File: src/rtl/layer_sequencer.sv
// Layer sequencer: latches one input vector, broadcasts it to all neurons, gathers each
// neuron's first result and hands the layer result downstream. Watchdog: LAYER_SEQ_WATCHDOG_EN.
module layer_sequencer #(
  parameter int DATA_WIDTH = 8,
  parameter int N_IN       = 6,
  parameter int N_NEU      = 3,
  parameter int TIMEOUT    = 31
) (
  input  logic                          clk,
  input  logic                          rst,
  input  logic                          in_valid,
  input  logic [N_IN*DATA_WIDTH-1:0]    in_data,
  output logic                          in_ready,
  output logic                          neu_en,
  output logic                          neu_run,
  output logic [N_IN*DATA_WIDTH-1:0]    neu_x,
  input  logic [N_NEU-1:0]              neu_ready,
  input  logic [N_NEU*(DATA_WIDTH+6)-1:0] neu_y,
  output logic                          out_valid,
  input  logic                          out_ready,
  output logic [N_NEU*(DATA_WIDTH+6)-1:0] out_data,
  output logic                          busy,
  output logic                          err,
  input  logic                          clr_err
);

  localparam int YW = DATA_WIDTH + 6;

  typedef enum logic [2:0] {IDLE, ISSUE, WAIT, OUTPUT, ERROR} state_t;

  state_t           state;
  state_t           state_nxt;
  logic [N_NEU-1:0] seen;
  logic [N_NEU-1:0] hit;
  logic             all_seen;
  logic             timeout_hit;

`ifdef LAYER_SEQ_WATCHDOG_EN
  localparam int CW = $clog2(TIMEOUT + 1);
  logic [CW-1:0] cnt;
  logic [CW-1:0] cnt_nxt;

  assign cnt_nxt     = cnt + 1'b1;
  assign timeout_hit = (cnt_nxt == CW'(TIMEOUT));
`else
  logic unused_clr_err;

  assign unused_clr_err = clr_err;
  assign timeout_hit    = 1'b0;
  assign err            = 1'b0;
`endif

  // Only neurons not yet seen in this pass are captured; completion counts this cycle's hits.
  assign hit      = (state == WAIT) ? (neu_ready & ~seen) : '0;
  assign all_seen = &(seen | neu_ready);

  always_comb begin
    // NOTE: default first so every path assigns state_nxt and no latch is inferred.
    state_nxt = state;
    case (state)
      IDLE:    if (in_valid) state_nxt = ISSUE;
      ISSUE:   state_nxt = WAIT;
      WAIT: begin
        if (all_seen)         state_nxt = OUTPUT;
        else if (timeout_hit) state_nxt = ERROR;
      end
      OUTPUT:  if (out_ready) state_nxt = IDLE;
`ifdef LAYER_SEQ_WATCHDOG_EN
      ERROR:   if (clr_err) state_nxt = IDLE;
`else
      ERROR:   state_nxt = ERROR;
`endif
      default: state_nxt = IDLE;
    endcase
  end

  // NOTE: asynchronous reset in the sensitivity list; all state uses non-blocking updates.
  always_ff @(posedge clk or posedge rst) begin
    if (rst) begin
      state     <= IDLE;
      neu_x     <= '0;
      out_data  <= '0;
      seen      <= '0;
      in_ready  <= 1'b1;
      neu_en    <= 1'b0;
      neu_run   <= 1'b0;
      out_valid <= 1'b0;
      busy      <= 1'b0;
`ifdef LAYER_SEQ_WATCHDOG_EN
      cnt       <= '0;
      err       <= 1'b0;
`endif
    end else begin
      state     <= state_nxt;
      in_ready  <= (state_nxt == IDLE);
      neu_en    <= (state_nxt == ISSUE) || (state_nxt == WAIT);
      neu_run   <= (state_nxt == ISSUE) || (state_nxt == WAIT);
      out_valid <= (state_nxt == OUTPUT);
      busy      <= (state_nxt != IDLE);

      if (state == IDLE && in_valid) begin
        neu_x <= in_data;
        seen  <= '0;
      end else begin
        seen  <= seen | hit;
      end

      for (int i = 0; i < N_NEU; i++) begin
        if (hit[i]) out_data[i*YW +: YW] <= neu_y[i*YW +: YW];
      end

`ifdef LAYER_SEQ_WATCHDOG_EN
      if (state == ISSUE)     cnt <= '0;
      else if (state == WAIT) cnt <= cnt_nxt;
      err <= (state_nxt == ERROR);
`endif
    end
  end

endmodule

File: config.mk
export PLATFORM = sky130hd
export DESIGN_NAME = layer_sequencer
export DESIGN_NICKNAME = d
export VERILOG_FILES = /design/src/rtl/layer_sequencer.sv
export SDC_FILE = /design/constraint.sdc
export NUM_CORES = 1
export LEC_CHECK = 0
export ABC_AREA = 0
export CORE_UTILIZATION = 55
export DETAILED_ROUTE_END_ITERATION = 12
export DONT_BUFFER_PORTS = 1
export GPL_ROUTABILITY_DRIVEN = 0
export HOLD_SLACK_MARGIN = 0.08
export PLACE_DENSITY = 0.7
export SYNTH_ARGS = -nofsm -noshare
export SYNTH_HDL_FRONTEND = slang
export SYNTH_SLANG_ARGS = --single-unit
File: constraint.sdc
create_clock -name clk -period 8.7 [get_ports clk]
set_input_delay 0.87 -clock clk [delete_from_list [all_inputs] [get_ports clk]]
set_output_delay 0.87 -clock clk [all_outputs]
set_load 0.03 [all_outputs]
==> metrics, run 1 <==
Syn. warnings=0; Hold WC Path Type=primary input to asynchronous set/reset pin; Crit Path Max Fanout=34; gr ovfl total=0; initial antenna violation count=0; vias in the first global route=1967; Final Hold Viols=0; Synth top area share=64.5%; clk sinks=100; io pins=194; area of placed instances=3880 um^2; clock slew at reported path FFs=90 ps; Initial Util=56.9%; H-tree depth=3; Final Cell Area=4070 um^2; Die X=85.6 um; vias=1923; Final nets=337; PD cells=480 nW/um^2; Leak=0.00175 uW; CP Class=flip-flop to flip-flop; 1st-pass router iterations=4; # Max-Cap Violations=0; Setup Buffers After CTS=0; final routed DRC violation total=0; Worst Skew=10.1 ps; cell family with most CP delay=simple AND/OR/NAND/NOR gates; aggregate global-route resource usage=17.9%; Critical Path Sink Type=flip-flop; Die H=85.6 um; CTS tree=done; setup_tns=0 ps; synthesized area per cell=16.1 um^2; CP Launch Type=flip-flop; Util after Layout=60.3%; Synth Cell Area=3840 um^2; clk_lat worst skew=340 ps; ant diodes=0; die area=7330 um^2; first-pass GRT wire length=9880 um; Setup Viol. Count Final=0; run status=finished clean; share of cells above drive strength 1=46.1%; post-cts resize count=0; core area=6760 um^2; WP data required=8930 ps; largest net degree at the start of global routing=55; Port Buf Inserts=0; hpwl dp=4620 um; CP peak stage delay=910 ps; Mapped Nets=337; max_slew headroom=38.6%; Cell variety after synth=28; post-layout worst setup margin=6170 ps; Syn-to-layout area delta=5.96%; via density per instance=5.95; Placement Setup Slack=5970 ps; Post-DRT Antenna Nets=0; number of buffers created by CTS=9; routed length per instance=20.1 um; commonest non-fill, non-tap cells in the layout=dfrtp_1 (99), mux2_2 (90), clkbuf_8 (10); Worst Path Arrival=2760 ps; commonest non-fill, non-tap cell in the layout=dfrtp_1; DRT Wirelength=6500 um; Iteration-0 DRC Markers=84; synthesized netlist cell count=239; Rows=30; register area share after synthesis=65.1%; critical path's slowest cell=nor4b_4; worst-path cell chain=nor4b_4 > buf_4 > mux2_2; achievable frequency=396 MHz; Final Max Tran Viols=0; Synth area leaders=dfrtp_1 (64%), mux2_2 (26%), a21oi_1 (0.91%); period utilization=29.0%; Post-CTS Hold Fix Bufs=0; RSZ-0062 raised after global routing=false; worst slew pin tran=918 ps; Clock Path Buffers=2; fin crit period=2530 ps; cell taking the most area after synthesis=dfrtp_1; Yosys reg bits=100; root buf cell=clkbuf_8; number of buffers and inverters on the critical path=1; VDD IR max=0.197 mV
==> power breakdown <==
group	internal, uW	leakage (uW)	switching [uW]
logic	228	0.000469	121
registers	695	0.00119	630
clock network	139	0.0000914	144
==> flip-flops by register name (all words and copies together), names as in the netlist <==
signal     cells
state          3
out_valid      1
busy           1
neu_run        1
seen           3
in_ready       1
neu_x         48
out_data      42
==> worst paths after layout <==
kind | slack, ps | cells past startpoint | start | end
worst max-delay path | 6170 | 3 | state[1] | neu_x[37]
worst min-delay path | 450 | 1 | rst | out_data[17]
worst max register to register | 6170 | 3 | state[1] | neu_x[37]
worst min register to register | 560 | 2 | seen[1] | seen[1]
max in group asynchronous | 7170 | 2 | rst | state[1]
min in group clk | 560 | 2 | seen[1] | seen[1]
==> final cells by class <==
type                       count  area [um^2]
multi-input combinational    125         1260
fill                         522         2680
tap                           80          100
timing repair buffer           2         15.0
clock inverter                 4         50.0
sequential                   100         2500
clock buffer                  11          141
inverter                       1         6.26
==> cell usage after synthesis, drive strengths merged <==
cell type,instances
and2,1
o22a,1
inv,1
a21oi,7
mux2,90
nor3b,1
nor3,1
nand2b,1
clkbuf,1
a21o,1
nor2,5
conb,1
dfstp,1
or3b,1
o21ai,2
nor4,1
o21bai,2
a31o,1
nand4bb,1
dfrtp,99
a31oi,1
buf,12
nand2,3
nand4b,3
nor4b,1
==> per-layer routing <==
metal / GRT usage [%] / wire length [um] / vias up
li1: - / - / 836
met1: 20.9 / 2420 / 969
met2: 29.4 / 3290 / 110
met3: 6.64 / 696 / 8
met4: 8.64 / 93 / 0
met5: 0 / 0 / -
==> logic make-up after synthesis <==
logic type | count (synthesis) | synth area share, %
flip-flops | 100 | 65.1
AND/OR/NAND/NOR | 19 | 3.84
multiplexers | 90 | 26.4
buffers and inverters | 14 | 2.18
AO/OA/AOI/OAI | 15 | 2.38
other | 1 | 0.0976
==> per-stage QoR <==
stage          power, uW  std cells  hold WS [ps]
2_1_floorplan       1610        239           507
4_1_cts             1980        323           459
3_3_place_gp        1670        308           532
5_1_grt             2050        323           495
3_5_place_dp        1690        308           540
6_report            1960        323           454
(Power assumes the default switching activity.)
==> inputs of run 2 (changes only) <==
--- a/config.mk
+++ b/config.mk
@@ -11,7 +11,7 @@
 export DONT_BUFFER_PORTS = 1
 export GPL_ROUTABILITY_DRIVEN = 0
 export HOLD_SLACK_MARGIN = 0.08
-export PLACE_DENSITY = 0.7
+export PLACE_DENSITY = 0.73
 export SYNTH_ARGS = -nofsm -noshare
 export SYNTH_HDL_FRONTEND = slang
 export SYNTH_SLANG_ARGS = --single-unit
==> constraint.sdc (replaced) <==
create_clock -name clk -period 2.02 [get_ports clk]
set_input_delay 0.202 -clock clk [delete_from_list [all_inputs] [get_ports clk]]
set_output_delay 0.202 -clock clk [all_outputs]
set_load 0.03 [all_outputs]
==> metrics, run 2 (same netlist as run 1, synthesis figures left out) <==
Worst Path Arrival=1900 ps (was 2760 ps); Port Buf Inserts=0 (unchanged); number of buffers created by CTS=9 (unchanged); CP Class=flip-flop to flip-flop (unchanged); worst slew pin tran=595 ps (was 918 ps); clk sinks=100 (unchanged); Hold WC Path Type=primary input to flip-flop (was primary input to asynchronous set/reset pin); Syn-to-layout area delta=32.4% (was 5.96%); die area=7330 um^2 (unchanged); Leak=0.00217 uW (was 0.00175 uW); largest net degree at the start of global routing=50 (was 55); Die H=85.6 um (unchanged); Placed Cells=315 (was 308); Setup Viol. Count Final=0 (unchanged); Final Hold Viols=0 (unchanged); gr ovfl total=0 (unchanged); CP Launch Type=flip-flop (unchanged); Final Max Tran Viols=0 (unchanged); ant diodes=0 (unchanged); vias in the first global route=2480 (was 1967); run status=finished clean (unchanged); clock slew at reported path FFs=90 ps (about the same); vias=2310 (was 1923); Critical Path Sink Type=flip-flop (unchanged); routed length per instance=18.5 um (was 20.1 um); RSZ-0062 raised after global routing=false (unchanged); VDD IR max=0.926 mV (was 0.197 mV); DRT Wirelength=7910 um (was 6500 um); commonest non-fill, non-tap cell in the layout=dfrtp_1 (unchanged); # Max-Cap Violations=0 (unchanged); Largest Register=neu_x (unchanged); commonest non-fill, non-tap cells in the layout=dfrtp_1 (99), dlygate4sd3_1 (96), mux2_2 (90) (was dfrtp_1 (99), mux2_2 (90), clkbuf_8 (10)); H-tree depth=3 (unchanged); hpwl dp=4640 um (was 4620 um); fin crit period=1680 ps (was 2530 ps); Post-DRT Antenna Nets=0 (unchanged); CTS tree=done (unchanged); PnR Total Power=8600 uW (was 1960 uW); Iteration-0 DRC Markers=64 (was 84); io pins=194 (unchanged); post-layout worst setup margin=345 ps (was 6170 ps); Die X=85.6 um (unchanged); via density per instance=5.41 (was 5.95); PD cells=1690 nW/um^2 (was 480 nW/um^2); aggregate global-route resource usage=21.7% (was 17.9%); Clock Path Buffers=2 (unchanged); Final Cell Area=5090 um^2 (was 4070 um^2); Top Registers=neu_x x48, out_data x42 (unchanged); root buf cell=clkbuf_8 (unchanged); period utilization=82.9% (was 29.0%); Placement Setup Slack=349 ps (was 5970 ps); Rows=30 (unchanged); first-pass GRT wire length=12100 um (was 9880 um); share of cells above drive strength 1=34.6% (was 46.1%); final routed DRC violation total=0 (unchanged); max reg flops=48 (unchanged); max_slew headroom=60.2% (was 38.6%); setup_tns=0 ps (unchanged); Crit Path Max Fanout=49 (was 34); initial antenna violation count=0 (unchanged); clk_lat worst skew=350 ps (was 340 ps); Worst Skew=16.3 ps (was 10.1 ps); 1st-pass router iterations=4 (unchanged); Final nets=440 (was 337); core area=6760 um^2 (unchanged); WP data required=2250 ps (was 8930 ps); achievable frequency=597 MHz (was 396 MHz); Non-Filler Instances=427 (was 323); area of placed instances=3960 um^2 (was 3880 um^2); Initial Util=56.9% (unchanged)
## run 2: cell count changes in the layout (fill, tap and decap cells not counted)
cell,delta
buf_12,+2
clkinv_4,+1
bufinv_16,-1
dlygate4sd3_1,+96
inv_4,-1
buf_4,+5
clkbuf_8,-1
clkinv_2,+1
clkinvlp_4,+2
## run 2: routing by layer
| layer | vias to the layer above | part of all wire [%] | global-route usage, % |
|---|---|---|---|
| met3 | 11 | 8.4 | 5.97 |
| met2 | 128 | 52 | 37.8 |
| met5 | - | 0 | 0 |
| met1 | 1127 | 38 | 25.6 |
| met4 | 0 | 1.6 | 8.79 |
| li1 | 1044 | - | - |
## run 2: final cells by class
| cell class | count | area, um^2 |
|---|---|---|
| Clock buffer | 10 | 128 |
| Tap cell | 80 | 100 |
| Multi-Input combinational cell | 125 | 1260 |
| Fill cell | 407 | 1670 |
| Clock inverter | 6 | 41.3 |
| Inverter | 1 | 7.51 |
| Sequential cell | 100 | 2500 |
| Timing Repair Buffer | 105 | 1050 |
## run 2: worst paths after layout
path | from | endpoint | slack (ps) | depth (start not counted)
max | state[2] | neu_x[47] | 340 | 3
min | out_ready | in_ready | 100 | 3
max reg2reg | state[2] | neu_x[47] | 340 | 3
min reg2reg | seen[1] | seen[1] | 560 | 2
max in group asynchronous | rst | out_data[21] | 930 | 3
min in group asynchronous | rst | neu_x[46] | 410 | 2
## run 2: metrics by stage
step                      util, %  hold slack, ps
after floorplan                 -             304
final                        75.3             101
after CTS                    75.3            80.8
after detailed placement     58.6             163
after global routing         75.3             123
after global placement       58.6             154
## run 2: power breakdown
group / internal (uW) / total (uW) / switching (uW) / leakage (uW)
Sequential: 2990 / 5670 / 2680 / 0.00119
Combinational: 1160 / 1830 / 669 / 0.000905
Clock: 446 / 1100 / 650 / 0.0000783
Total: 4600 / 8600 / 4000 / 0.00217
## run 2: timing repair
item / 4_1_cts / 5_1_grt
hold buffers: 96 / 0
hold endpoints to repair: 117 / 0
buffers inserted: 0 / 0
resized for setup: 0 / 0
## run 2: worst max-delay path: stages (launching register included)
cell     delay [ps]
dfrtp_1         540
nor4b_4         320
buf_12          290
mux2_2          380
==> inputs of run 3 (changes only) <==
--- a/config.mk
+++ b/config.mk
@@ -11,7 +11,7 @@
 export DONT_BUFFER_PORTS = 1
 export GPL_ROUTABILITY_DRIVEN = 0
 export HOLD_SLACK_MARGIN = 0.08
-export PLACE_DENSITY = 0.73
+export PLACE_DENSITY = 0.7
 export SYNTH_ARGS = -nofsm -noshare
 export SYNTH_HDL_FRONTEND = slang
 export SYNTH_SLANG_ARGS = --single-unit
==> constraint.sdc (replaced) <==
create_clock -name clk -period 1.7 [get_ports clk]
set_input_delay 0.17 -clock clk [delete_from_list [all_inputs] [get_ports clk]]
set_output_delay 0.17 -clock clk [all_outputs]
set_load 0.03 [all_outputs]
==> metrics, run 3 (same netlist as run 1, synthesis figures left out) <==
root buf cell=clkbuf_8 (unchanged); period utilization=94.3% (was 82.9%); Critical Path Sink Type=flip-flop (unchanged); largest net degree at the start of global routing=101 (was 50); VDD IR max=1.17 mV (was 0.926 mV); Die H=85.6 um (unchanged); Iteration-0 DRC Markers=92 (was 64); routed length per instance=18.4 um (was 18.5 um); worst slew pin tran=577 ps (was 595 ps); first-pass GRT wire length=12100 um (about the same); commonest non-fill, non-tap cell in the layout=dfrtp_1 (unchanged); Worst Path Arrival=1840 ps (was 1900 ps); Placement Setup Slack=38.3 ps (was 349 ps); PnR Total Power=10500 uW (was 8600 uW); Worst Skew=12.7 ps (was 16.3 ps); via density per instance=5.42 (was 5.41); H-tree depth=3 (unchanged); commonest non-fill, non-tap cells in the layout=dfrtp_1 (99), dlygate4sd3_1 (96), mux2_2 (90) (unchanged); Final nets=442 (was 440); io pins=194 (unchanged); achievable frequency=624 MHz (was 597 MHz); Clock Path Buffers=2 (unchanged); Die X=85.6 um (unchanged); Top Registers=neu_x x48, out_data x42 (unchanged); vias in the first global route=2517 (was 2480); gr ovfl total=0 (unchanged); Final Hold Viols=0 (unchanged); initial antenna violation count=0 (unchanged); Post-DRT Antenna Nets=0 (unchanged); Crit Path Max Fanout=22 (was 49); die area=7330 um^2 (unchanged); Hold Slack=125 ps (was 101 ps); fin crit period=1600 ps (was 1680 ps); 1st-pass router iterations=4 (unchanged); vias=2324 (was 2310); Largest Register=neu_x (unchanged); run status=finished clean (unchanged); Initial Util=56.9% (unchanged); Hold WC Path Type=primary input to flip-flop (unchanged); Leak=0.00221 uW (was 0.00217 uW); Non-Filler Instances=429 (was 427); clk_lat worst skew=350 ps (about the same); Util after Layout=76.1% (was 75.3%); WP data required=1940 ps (was 2250 ps); Rows=30 (unchanged); # Max-Cap Violations=0 (unchanged); core area=6760 um^2 (unchanged); hpwl dp=4560 um (was 4640 um); CP Class=flip-flop to flip-flop (unchanged); max reg flops=48 (unchanged); aggregate global-route resource usage=21.7% (about the same); PD cells=2030 nW/um^2 (was 1690 nW/um^2); post-layout worst setup margin=97.4 ps (was 345 ps); Final Max Tran Viols=0 (unchanged); clk sinks=100 (unchanged); final routed DRC violation total=0 (unchanged); CTS tree=done (unchanged); Syn-to-layout area delta=33.8% (was 32.4%); number of buffers created by CTS=9 (unchanged); Setup Viol. Count Final=0 (unchanged); share of cells above drive strength 1=35.2% (was 34.6%); clock slew at reported path FFs=100 ps (was 90 ps); Port Buf Inserts=0 (unchanged); Placed Cells=317 (was 315); max_slew headroom=61.6% (was 60.2%); ant diodes=0 (unchanged); DRT Wirelength=7880 um (was 7910 um); CP Launch Type=flip-flop (unchanged)
-- run 3: changes by cell type in the layout (fill, tap and decap cells not counted), sizes merged --
cell / change
clkinvlp: -3
clkinv: -1
inv: +3
bufinv: +1
buf: +2
-- run 3: per-layer routing --
layer | track usage (%) | vias to the layer above | share of wire, %
li1 | - | 1047 | -
met1 | 25.5 | 1145 | 38
met2 | 37.5 | 118 | 52
met3 | 5.77 | 14 | 7.8
met4 | 10.0 | 0 | 2.1
met5 | 0 | - | 0
-- run 3: cell type report --
type,instances,area [um^2]
clock buffer,10,138
tap,80,100
multi-input combinational,125,1260
sequential,100,2500
timing repair buffer,107,1070
fill,428,1610
clock inverter,6,70.1
inverter,1,7.51
-- run 3: repair_timing --
| action | 4_1_cts | 5_1_grt |
|---|---|---|
| hold endpoints to repair | 195 | 0 |
| gates resized for setup | 0 | 3 |
| setup endpoints to repair | 0 | 30 |
| buffers inserted | 0 | 0 |
| hold buffers | 96 | 0 |
-- run 3: power by group --
part | leakage, uW | switching, uW | internal [uW]
clock | 0.000108 | 807 | 737
sequential | 0.00119 | 3220 | 3560
combinational | 0.000914 | 747 | 1390
total | 0.00221 | 4780 | 5690
-- run 3: worst max-delay path: stages (launching register included) --
cell	delay, ps
dfrtp_1	490
nor4b_4	370
buf_6	270
mux2_2	370
-- run 3: through the flow --
| step | setup TNS [ps] | area, um^2 |
|---|---|---|
| floorplan | 0 | 3850 |
| global placement | 0 | 3960 |
| detailed placement | 0 | 3960 |
| CTS | 0 | 5130 |
| global route | -2.36 | 5140 |
| finish | 0 | 5140 |
-- run 3: worst paths after layout --
kind	startpoint	end	slack, ps	depth (start not counted)
setup reg to reg	state[0]	neu_x[33]	100	3
max in group asynchronous	rst	in_ready	820	3
hold / removal	in_valid	neu_run	130	3
hold reg to reg	seen[2]	seen[2]	560	2
setup / recovery	state[0]	neu_x[33]	100	3
min in group asynchronous	rst	neu_x[1]	490	3
